[src/rtl/mem_arbiter_if.sv]
// Bundle between the requesters, the memory unit and mem_arbiter.
// The arbiter takes the slave view; the surrounding logic takes master.
interface mem_arbiter_if;
    logic        ena;
    logic        in_flush;
    logic        in_io_full;
    logic        in_fetch_req;
    logic [31:0] in_fetch_addr;
    logic        out_fetch_ok;
    logic [31:0] out_fetch_data;
    logic        in_load_req;
    logic [31:0] in_load_addr;
    logic [2:0]  in_load_size;
    logic        out_load_ok;
    logic [31:0] out_load_data;
    logic        in_store_req;
    logic [31:0] in_store_addr;
    logic [2:0]  in_store_size;
    logic [31:0] in_store_data;
    logic        out_store_ok;
    logic        out_mem_ena;
    logic        out_mem_iswrite;
    logic [31:0] out_mem_addr;
    logic [2:0]  out_mem_size;
    logic [31:0] out_mem_data;
    logic        in_mem_ok;
    logic [31:0] in_mem_data;
    logic        out_busy;

    modport slave (
        input  ena, in_flush, in_io_full,
        input  in_fetch_req, in_fetch_addr,
        input  in_load_req, in_load_addr, in_load_size,
        input  in_store_req, in_store_addr, in_store_size,
        input  in_store_data,
        input  in_mem_ok, in_mem_data,
        output out_fetch_ok, out_fetch_data,
        output out_load_ok, out_load_data,
        output out_store_ok,
        output out_mem_ena, out_mem_iswrite, out_mem_addr,
        output out_mem_size, out_mem_data,
        output out_busy
    );

    modport master (
        output ena, in_flush, in_io_full,
        output in_fetch_req, in_fetch_addr,
        output in_load_req, in_load_addr, in_load_size,
        output in_store_req, in_store_addr, in_store_size,
        output in_store_data,
        output in_mem_ok, in_mem_data,
        input  out_fetch_ok, out_fetch_data,
        input  out_load_ok, out_load_data,
        input  out_store_ok,
        input  out_mem_ena, out_mem_iswrite, out_mem_addr,
        input  out_mem_size, out_mem_data,
        input  out_busy
    );
endinterface

[src/rtl/mem_arbiter.sv]
// One-at-a-time owner of the memory unit request port, shared by
// instruction fetch, load and committed store.
module mem_arbiter #(
    parameter int unsigned FETCH_STARVE_LIMIT = 4,
    parameter logic [1:0]  IO_ADDR_HI         = 2'b11
) (
    input logic          clk,
    input logic          rst,
    mem_arbiter_if.slave bus
);

    typedef enum logic [1:0] {IDLE, BUSY, DONE} state_t;
    typedef enum logic [1:0] {OWN_FETCH, OWN_LOAD, OWN_STORE} owner_t;

    localparam int SW = $clog2(FETCH_STARVE_LIMIT + 1);
    localparam logic [SW-1:0] STREAK_MAX = SW'(FETCH_STARVE_LIMIT);

    state_t        state;
    state_t        state_nx;
    owner_t        owner;
    logic          discard;
    logic [SW-1:0] streak;
    logic          mem_ena_q;
    logic          iswrite_q;
    logic [31:0]   addr_q;
    logic [31:0]   wdata_q;
    logic [2:0]    size_q;
    logic [31:0]   fetch_data_q;
    logic [31:0]   load_data_q;

    logic store_el, load_el, fetch_el, starve;
    logic grant_store, grant_load, grant_fetch, grant;
    logic kill, accept;
    logic done_ok, fetch_ok, load_ok, store_ok, busy;

    always_comb begin
        store_el = bus.in_store_req &&
                   !(bus.in_io_full &&
                     bus.in_store_addr[17:16] == IO_ADDR_HI);
        load_el  = bus.in_load_req && !bus.in_flush;
        fetch_el = bus.in_fetch_req && !bus.in_flush;
        starve   = fetch_el && (streak >= STREAK_MAX);
        grant_store = !starve && store_el;
        grant_load  = !starve && !store_el && load_el;
        grant_fetch = starve || (fetch_el && !store_el && !load_el);
        grant  = (state == IDLE) &&
                 (grant_store || grant_load || grant_fetch);
        // Flush only kills speculative owners; stores are committed.
        kill   = bus.in_flush && (owner != OWN_STORE);
        accept = (state == BUSY) && bus.in_mem_ok && !discard && !kill;
    end

    always_ff @(posedge clk) begin
        if (rst) begin
            state <= IDLE;
        end else begin
            state <= state_nx;
        end
    end

    always_comb begin
        state_nx = state;
        if (bus.ena) begin
            unique case (state)
                IDLE:    if (grant) state_nx = BUSY;
                BUSY:    if (bus.in_mem_ok) state_nx = DONE;
                DONE:    state_nx = IDLE;
                default: state_nx = IDLE;
            endcase
        end
    end

    always_ff @(posedge clk) begin
        if (rst) begin
            owner        <= OWN_FETCH;
            discard      <= 1'b0;
            streak       <= '0;
            mem_ena_q    <= 1'b0;
            iswrite_q    <= 1'b0;
            addr_q       <= '0;
            wdata_q      <= '0;
            size_q       <= '0;
            fetch_data_q <= '0;
            load_data_q  <= '0;
        end else if (bus.ena) begin
            mem_ena_q <= grant;
            if (grant) begin
                discard <= 1'b0;
                if (grant_fetch || !bus.in_fetch_req) begin
                    streak <= '0;
                end else if (streak != STREAK_MAX) begin
                    streak <= streak + 1'b1;
                end
                unique case (1'b1)
                    grant_store: begin
                        owner     <= OWN_STORE;
                        iswrite_q <= 1'b1;
                        addr_q    <= bus.in_store_addr;
                        size_q    <= bus.in_store_size;
                        wdata_q   <= bus.in_store_data;
                    end
                    grant_load: begin
                        owner     <= OWN_LOAD;
                        iswrite_q <= 1'b0;
                        addr_q    <= bus.in_load_addr;
                        size_q    <= bus.in_load_size;
                        wdata_q   <= '0;
                    end
                    default: begin
                        owner     <= OWN_FETCH;
                        iswrite_q <= 1'b0;
                        addr_q    <= bus.in_fetch_addr;
                        size_q    <= 3'd4;
                        wdata_q   <= '0;
                    end
                endcase
            end
            if (state == BUSY) begin
                if (kill) discard <= 1'b1;
                if (accept && owner == OWN_FETCH) begin
                    fetch_data_q <= bus.in_mem_data;
                end
                if (accept && owner == OWN_LOAD) begin
                    load_data_q <= bus.in_mem_data;
                end
            end
        end
    end

    always_comb begin
        done_ok  = bus.ena && (state == DONE) && !discard;
        fetch_ok = done_ok && (owner == OWN_FETCH);
        load_ok  = done_ok && (owner == OWN_LOAD);
        store_ok = done_ok && (owner == OWN_STORE);
        busy     = (state != IDLE);
    end

    assign bus.out_fetch_ok    = fetch_ok;
    assign bus.out_load_ok     = load_ok;
    assign bus.out_store_ok    = store_ok;
    assign bus.out_busy        = busy;
    // A held pulse stays invisible while the unit is stalled.
    assign bus.out_mem_ena     = mem_ena_q && bus.ena;
    assign bus.out_mem_iswrite = iswrite_q;
    assign bus.out_mem_addr    = addr_q;
    assign bus.out_mem_size    = size_q;
    assign bus.out_mem_data    = wdata_q;
    assign bus.out_fetch_data  = fetch_data_q;
    assign bus.out_load_data   = load_data_q;

endmodule

[src/flat_wrapper.sv]
// flat-port wrapper written by rule: the top's interface ports become plain ports
module mem_arbiter_flat 
#(
    parameter int unsigned FETCH_STARVE_LIMIT = 4,
    parameter logic [1:0]  IO_ADDR_HI         = 2'b11
)
  (clk, rst, bus_ena, bus_in_flush, bus_in_io_full, bus_in_fetch_req, bus_in_fetch_addr, bus_in_load_req, bus_in_load_addr, bus_in_load_size, bus_in_store_req, bus_in_store_addr, bus_in_store_size, bus_in_store_data, bus_in_mem_ok, bus_in_mem_data, bus_out_fetch_ok, bus_out_fetch_data, bus_out_load_ok, bus_out_load_data, bus_out_store_ok, bus_out_mem_ena, bus_out_mem_iswrite, bus_out_mem_addr, bus_out_mem_size, bus_out_mem_data, bus_out_busy);
  mem_arbiter_if bus_i ();
  input logic clk;
  input logic rst;
  input wire logic [$bits(bus_i.ena)-1:0] bus_ena;
  input wire logic [$bits(bus_i.in_flush)-1:0] bus_in_flush;
  input wire logic [$bits(bus_i.in_io_full)-1:0] bus_in_io_full;
  input wire logic [$bits(bus_i.in_fetch_req)-1:0] bus_in_fetch_req;
  input wire logic [$bits(bus_i.in_fetch_addr)-1:0] bus_in_fetch_addr;
  input wire logic [$bits(bus_i.in_load_req)-1:0] bus_in_load_req;
  input wire logic [$bits(bus_i.in_load_addr)-1:0] bus_in_load_addr;
  input wire logic [$bits(bus_i.in_load_size)-1:0] bus_in_load_size;
  input wire logic [$bits(bus_i.in_store_req)-1:0] bus_in_store_req;
  input wire logic [$bits(bus_i.in_store_addr)-1:0] bus_in_store_addr;
  input wire logic [$bits(bus_i.in_store_size)-1:0] bus_in_store_size;
  input wire logic [$bits(bus_i.in_store_data)-1:0] bus_in_store_data;
  input wire logic [$bits(bus_i.in_mem_ok)-1:0] bus_in_mem_ok;
  input wire logic [$bits(bus_i.in_mem_data)-1:0] bus_in_mem_data;
  output wire logic [$bits(bus_i.out_fetch_ok)-1:0] bus_out_fetch_ok;
  output wire logic [$bits(bus_i.out_fetch_data)-1:0] bus_out_fetch_data;
  output wire logic [$bits(bus_i.out_load_ok)-1:0] bus_out_load_ok;
  output wire logic [$bits(bus_i.out_load_data)-1:0] bus_out_load_data;
  output wire logic [$bits(bus_i.out_store_ok)-1:0] bus_out_store_ok;
  output wire logic [$bits(bus_i.out_mem_ena)-1:0] bus_out_mem_ena;
  output wire logic [$bits(bus_i.out_mem_iswrite)-1:0] bus_out_mem_iswrite;
  output wire logic [$bits(bus_i.out_mem_addr)-1:0] bus_out_mem_addr;
  output wire logic [$bits(bus_i.out_mem_size)-1:0] bus_out_mem_size;
  output wire logic [$bits(bus_i.out_mem_data)-1:0] bus_out_mem_data;
  output wire logic [$bits(bus_i.out_busy)-1:0] bus_out_busy;
  assign bus_i.ena = bus_ena;
  assign bus_i.in_flush = bus_in_flush;
  assign bus_i.in_io_full = bus_in_io_full;
  assign bus_i.in_fetch_req = bus_in_fetch_req;
  assign bus_i.in_fetch_addr = bus_in_fetch_addr;
  assign bus_i.in_load_req = bus_in_load_req;
  assign bus_i.in_load_addr = bus_in_load_addr;
  assign bus_i.in_load_size = bus_in_load_size;
  assign bus_i.in_store_req = bus_in_store_req;
  assign bus_i.in_store_addr = bus_in_store_addr;
  assign bus_i.in_store_size = bus_in_store_size;
  assign bus_i.in_store_data = bus_in_store_data;
  assign bus_i.in_mem_ok = bus_in_mem_ok;
  assign bus_i.in_mem_data = bus_in_mem_data;
  assign bus_out_fetch_ok = bus_i.out_fetch_ok;
  assign bus_out_fetch_data = bus_i.out_fetch_data;
  assign bus_out_load_ok = bus_i.out_load_ok;
  assign bus_out_load_data = bus_i.out_load_data;
  assign bus_out_store_ok = bus_i.out_store_ok;
  assign bus_out_mem_ena = bus_i.out_mem_ena;
  assign bus_out_mem_iswrite = bus_i.out_mem_iswrite;
  assign bus_out_mem_addr = bus_i.out_mem_addr;
  assign bus_out_mem_size = bus_i.out_mem_size;
  assign bus_out_mem_data = bus_i.out_mem_data;
  assign bus_out_busy = bus_i.out_busy;
  mem_arbiter #(.FETCH_STARVE_LIMIT(FETCH_STARVE_LIMIT), .IO_ADDR_HI(IO_ADDR_HI)) u_core (.clk(clk), .rst(rst), .bus(bus_i));
endmodule
[config.mk]
export PLATFORM = sky130hd
export DESIGN_NAME = mem_arbiter_flat
export DESIGN_NICKNAME = d
export VERILOG_FILES = /design/src/rtl/mem_arbiter_if.sv /design/src/rtl/mem_arbiter.sv /design/src/flat_wrapper.sv
export SDC_FILE = /design/constraint.sdc
export NUM_CORES = 1
export LEC_CHECK = 0
export ABC_AREA = 1
export BUFFER_PORTS_ARGS = -buffer_cell sky130_fd_sc_hd__buf_2
export CAP_MARGIN = 20
export CORE_MARGIN = 1.5
export CORE_UTILIZATION = 41
export DETAILED_ROUTE_END_ITERATION = 12
export PLACE_DENSITY = 0.77
export SETUP_SLACK_MARGIN = 0.2
export SLEW_MARGIN = 20
export SYNTH_ARGS = -nofsm -noshare
export SYNTH_HDL_FRONTEND = slang
export SYNTH_SLANG_ARGS = --single-unit
export TNS_END_PERCENT = 50
[constraint.sdc]
create_clock -name clk -period 1.4 [get_ports clk]
set_input_delay 0.07 -clock clk [delete_from_list [all_inputs] [get_ports clk]]
set_output_delay 0.07 -clock clk [all_outputs]
set_load 0.02 [all_outputs]
==> out/metrics.cfg, run 1 <==
[run_status]
status=complete, but fails checks
violations=setup timing

[die]
core_area_mm2=0.01383
fp.dieArea_mm2=0.01483
dieHeight_um=121.8
rows=43
io_pins=312
initial_core_util=0.4184
die_w_um=121.8

[global_route]
grt_use_total=0.2832
grt_pass1_vias=6983
grt_max_degree=93
grt_pass1_wl_mm=33.03
antenna_found_initial=1
grt-ovfl-total=0

[setup_path]
startpoint_type=flip-flop
max_stage_delay_ps=330
regToRegSetupSlack_ps=-190
end_kind=flip-flop
crit_type=flip-flop to flip-flop
crit_fanout=8
cp.required_ps=1750
crit_path_frequent_cell=nand2_2
slowest_stage=dfxtp_2
critPathArrivalTime_ps=1940
crit_chain=inv_2 -> nand2_4 -> nor3b_4 -> nand2_2 -> nor3_4 -> buf_6 -> clkbuf_16 -> nand2_2 -> a21oi_1

[job]
drv_cap=0

[clocking]
cts_made_buffers=17
cts_tree=done
root_buffer=clkbuf_16
clkLatencyLatePin_ps=410
htreeDepth=4
cts_buffer_depth=2
clkTransAtPathRegs_ps=60
cts.sinks=141

[timing]
fin_ws_ps=-189.4
layout_min_cycle_time_ps=1589
setup-violations-final=128
rsz0062_at_grt=true
worst_pin_slew_ps=460.4
fin_skew_ps=6.178
setup_tns_ps=-10490
relSlewSlack=0.6931
finalHoldViolations=0
drv_slew=0
clock.fmax_mhz=629.2
final.period_utilization=1.135

[route]
viasPerCell=5.191
drt_iter0_drc=567
first_pass_iters=5
route.detailed.drc=0
vias=7439
wl_mm=23.13
antenna_left=0
routedWlPerCell_um=16.14

[synthesis]
synthesis.area_mm2=0.005786
synthFlopType=dfxtp_1
synth_seq_cells=141
synth_fp_nets=989
syn_inst=812
async_reset_ff_frac=0
synth_top_area_share=0.4879
synth_cell_types=27
synth_area_leader_cell=dfxtp_1
synth_seq_area_share=0.4879
ys_top_cells_by_area=dfxtp_1 (49%), nand2_1 (17%), a21oi_1 (8.0%)
ys_top_cells_by_count=nand2_1 (265), dfxtp_1 (141), nor2_1 (102)
synth_edf_count=0
syn_avg_cell_area_um2=7.125
synth_most_common_cell=nand2_1
yosysWarnings=0

[placed_design]
dp_hpwl_mm=12.66
place.gp.congestion=0.8211
post-place-ws_ps=-101.6
dp_cells=1277
place_area_mm2=0.007661
port_buffers=311

[cells_and_area]
nets=1416
final_area_mm2=0.009923
final_cells=1433
n_fill_cell=990
drive_gt1_frac=0.3618
syn_to_final_growth_pct=71.52

[pwr]
p_leak_uw=0.004763
ir_drop_v=0.0009281
power_density_mw_per_mm2=1068

[worst_hold_path]
min-delay-path-class=input pin to flip-flop

what timing repair did:
action,in CTS,in global routing
endpoints found under the hold margin,110,0
gates cloned,3,11
resized for setup,36,47
pin swaps,4,31
setup buffers,7,7
hold buffers,95,0
endpoints found under the setup margin,144,144
critical path: cells and delay by family, from the launching register on:
kind / cells / cell delay [ps]
compound gates: 1 / 130
buf+inv: 3 / 400
simple gates: 5 / 660
flops: 1 / 330
through the flow:
stage                     hold slack (ps)  total power (uW)    util
after floorplan                     204.9              5056       -
after global placement              309.4              5605  0.5541
after detailed placement            318.3              5619  0.5541
after CTS                           5.844             10430  0.6846
after global routing                42.39             10970  0.7177
final                               29.09             10590  0.7177
area by class of cell:
cell class | count | area, um^2 | area share
well taps | 180 | 225.2 | 0.02270
clock inverters | 12 | 135.1 | 0.01362
inverters | 16 | 70.07 | 0.007061
multi-input cells | 601 | 2808 | 0.2829
repair buffers | 462 | 3395 | 0.3421
clock buffers | 20 | 456.7 | 0.04602
flip-flops and latches | 141 | 2831 | 0.2853
diodes | 1 | 2.502 | 0.0002522
power by group:
| part | switching, uW | internal [uW] |
|---|---|---|
| registers | 78.6 | 4150 |
| clock network | 1760 | 2730 |
| logic | 968 | 898 |
cell usage in the layout, fill, tap and decap left out, types with 4 or more instances in the layout:
cell type	n
nor2_1	98
buf_4	21
buf_2	307
nand2_2	11
nand2_1	250
nand2_4	6
dfxtp_2	4
o21ai_1	20
o21ai_0	29
clkbuf_16	25
nand3_1	69
inv_2	4
a21oi_1	86
inv_1	10
buf_12	15
buf_16	4
dfxtp_1	136
a21oi_2	7
dlygate4sd3_1	95
buf_6	11
nand3_2	5
worst paths after layout:
kind,start,endpoint,cells past startpoint
worst max register to register,u_core.state[1]$_SDFFE_PP0P_,u_core.bus.out_load_data[23]$_SDFFE_PP0P_,9
worst min register to register,u_core.bus.out_load_data[11]$_SDFFE_PP0P_,u_core.bus.out_load_data[11]$_SDFFE_PP0P_,2
worst min-delay path,bus_in_fetch_addr[16],u_core.bus.out_mem_addr[16]$_SDFFE_PP0P_,5
worst max-delay path,u_core.state[1]$_SDFFE_PP0P_,u_core.bus.out_load_data[23]$_SDFFE_PP0P_,9
flip-flops by register name, indices dropped and copies added (netlist names):
| signal | count |
|---|---|
| u_core.bus.out_mem_size | 3 |
| u_core.discard | 1 |
| u_core.state | 2 |
| u_core.mem_ena_q | 1 |
| u_core.bus.out_mem_data | 32 |
| u_core.bus.out_mem_addr | 32 |
| u_core.streak | 3 |
| u_core.bus.out_mem_iswrite | 1 |
| u_core.bus.out_fetch_data | 32 |
| u_core.bus.out_load_data | 32 |
| u_core.owner | 2 |
metal layers:
metal  GRT usage  vias to the layer above  part of all wire  routed length [um]
met5           0                        -                 0                   0
met1      0.2907                     3433              0.35                8203
met2      0.5046                      428              0.51               11710
met4      0.1669                        0             0.048                1100
li1            -                     3492                 -                   -
met3     0.08848                       86             0.091                2115
kinds of logic after synthesis:
group,share of synthesized area
flops,0.4879
simple gates,0.3237
xor+xnor,0.001514
fa+ha+maj,0.004325
buf+inv,0.05882
compound gates,0.1237
No activity file was read; power rests on OpenSTA's default activity.
==> inputs of run 2 (changes only) <==
==> constraint.sdc (replaced) <==
create_clock -name clk -period 1.4 [get_ports clk]
set_input_delay 0.07 -clock clk [delete_from_list [all_inputs] [get_ports clk]]
set_output_delay 0.07 -clock clk [all_outputs]
set_load 0.01 [all_outputs]
==> run 2 against run 1 <==
The flow still finishes with violations (setup timing). Sequential power barely moved. Total power fell by 1.6%. Clock power barely moved. Combinational power fell by 9%. First-iteration DRC count fell by 6.2%. Global-route usage rose by 0.51 points. Clock skew rose by 4.4 ps. Setup slack improved by 83 ps. Utilization fell by 0.73 points. Largest power group unchanged.
==> out/metrics.cfg, run 2 (synthesized netlist as in run 1, its figures left out) <==
[timing]
layout_min_cycle_time_ps=1506  ; was 1589 ps
relSlewSlack=0.7284  ; was 0.6931
setup-violations-final=104  ; was 128
finalHoldViolations=0  ; unchanged
fin_skew_ps=10.60  ; was 6.178 ps
clock.fmax_mhz=663.9  ; was 629.2 MHz
fin_ws_ps=-106.3  ; was -189.4 ps
drv_slew=0  ; unchanged
setup_tns_ps=-3943  ; was -10490 ps
rsz0062_at_grt=true  ; unchanged
worst_pin_slew_ps=407.4  ; was 460.4 ps
final.period_utilization=1.076  ; was 1.135

[pwr]
power.total_uw=10420  ; was 10590 uW
power_density_mw_per_mm2=1061  ; was 1068 mW/mm^2
p_leak_uw=0.004718  ; was 0.004763 uW
ir_drop_v=0.0008738  ; was 0.0009281 V

[placed_design]
dp_hpwl_mm=13.33  ; was 12.66 mm
port_buffers=311  ; unchanged
dp_cells=1280  ; was 1277
place_area_mm2=0.007720  ; was 0.007661 mm^2
place.gp.congestion=0.8702  ; was 0.8211

[route]
antenna_left=0  ; unchanged
vias=7195  ; was 7439
route.detailed.drc=0  ; unchanged
wl_mm=22.60  ; was 23.13 mm
routedWlPerCell_um=16.03  ; was 16.14 um
viasPerCell=5.103  ; was 5.191
drt_iter0_drc=532  ; was 567
first_pass_iters=5  ; unchanged

[die]
dieHeight_um=121.8  ; unchanged
io_pins=312  ; unchanged
initial_core_util=0.4184  ; unchanged
rows=43  ; unchanged
core_area_mm2=0.01383  ; unchanged
fp.dieArea_mm2=0.01483  ; unchanged
die_w_um=121.8  ; unchanged

[global_route]
grt_max_degree=80  ; was 93
grt_use_total=0.2883  ; was 0.2832
grt_pass1_vias=6891  ; was 6983
grt_pass1_wl_mm=33.53  ; was 33.03 mm
grt-ovfl-total=0  ; unchanged
antenna_found_initial=0  ; was 1

[cells_and_area]
syn_to_final_growth_pct=69.77  ; was 71.52%
nets=1395  ; was 1416
antenna_cells=0  ; was 1
layout_commonest_cell=buf_2  ; unchanged
regArea_mm2=0.002833  ; was 0.002831 mm^2
final_area_mm2=0.009822  ; was 0.009923 mm^2
drive_gt1_frac=0.3911  ; was 0.3618
utilization=0.7103  ; was 0.7177
final_cells=1410  ; was 1433
n_fill_cell=1067  ; was 990
multiInputGateArea_mm2=0.002957  ; was 0.002808 mm^2
layout_common_cells=buf_2 (310), nand2_1 (232), dfxtp_1 (137), nor2_1 (87), dlygate4sd3_1 (82)  ; was buf_2 (307), nand2_1 (250), dfxtp_1 (136), nor2_1 (98), dlygate4sd3_1 (95)

[clocking]
clkLatencyLatePin_ps=410  ; about the same
cts.sinks=141  ; unchanged
cts_made_buffers=17  ; unchanged
cts_tree=done  ; unchanged
htreeDepth=4  ; unchanged
clkTransAtPathRegs_ps=60  ; about the same
cts_buffer_depth=2  ; unchanged
root_buffer=clkbuf_16  ; unchanged

[run_status]
status=complete, but fails checks  ; unchanged
violations=setup timing  ; unchanged

[setup_path]
crit_type=flip-flop to flip-flop  ; unchanged
cp.required_ps=1740  ; was 1750 ps
crit_fanout=8  ; unchanged
end_kind=flip-flop  ; unchanged
critPathArrivalTime_ps=1850  ; was 1940 ps
startpoint_type=flip-flop  ; unchanged

[job]
drv_cap=0  ; unchanged

[worst_hold_path]
min-delay-path-class=input pin to flip-flop  ; unchanged

[run 2: final timing paths]
| check | start | to | slack (ps) | cells after the start |
|---|---|---|---|---|
| worst max-delay path | u_core.state[1]$_SDFFE_PP0P_ | u_core.bus.out_load_data[15]$_SDFFE_PP0P_ | -110 | 9 |
| worst min-delay path | bus_in_store_addr[28] | u_core.bus.out_mem_addr[28]$_SDFFE_PP0P_ | 10 | 5 |
| worst max register to register | u_core.state[1]$_SDFFE_PP0P_ | u_core.bus.out_load_data[15]$_SDFFE_PP0P_ | -110 | 9 |
| worst min register to register | u_core.bus.out_mem_data[14]$_SDFFE_PP0P_ | u_core.bus.out_mem_data[14]$_SDFFE_PP0P_ | 460 | 2 |
[run 2: area by class of cell]
| cell class | instances | share of cell area |
|---|---|---|
| Timing Repair Buffer | 441 | 0.3195 |
| Multi-Input combinational cell | 601 | 0.3010 |
| Sequential cell | 141 | 0.2884 |
| Clock buffer | 22 | 0.04930 |
| Tap cell | 180 | 0.02293 |
| Clock inverter | 9 | 0.01121 |
| Inverter | 16 | 0.007643 |
[run 2: report_power, final]
group	total, uW	leakage, uW	switching, uW	internal (uW)
combinational	1700	0.00329	866	830
clock	4490	0.000285	1680	2810
sequential	4240	0.00115	84.8	4150
[run 2: metal layers]
metal | vias to the layer above | routed length, um | GRT usage
li1 | 3441 | - | -
met1 | 3282 | 8315 | 0.3034
met2 | 386 | 11280 | 0.4986
met3 | 86 | 1923 | 0.1035
met4 | 0 | 1083 | 0.1618
met5 | - | 0 | 0
[run 2: stage by stage]
step / worst slack [ps] / hold WS, ps
6_report: -106.3 / 11.05
2_1_floorplan: 82.90 / 204.9
4_1_cts: -22.71 / 0.6011
3_3_place_gp: -34.76 / 308.1
5_1_grt: -173.1 / 29.88
3_5_place_dp: -95.37 / 313.6
[run 2: repair_timing]
action                                 CTS  global route
pin swaps                               22            10
resized for setup                       72            45
hold buffers                            82             0
endpoints found under the hold margin  106             0
gates cloned                             5             5
setup buffers                            2             5
setup endpoints to repair              142           144
[run 2: worst max-delay path, stage by stage (launching register included)]
cell	delay, ps
dfxtp_4	350
inv_4	60
nand2_4	50
nor3b_4	190
nand2_2	120
nor3_4	170
buf_6	140
clkbuf_16	160
nand2_2	60
a21oi_2	130
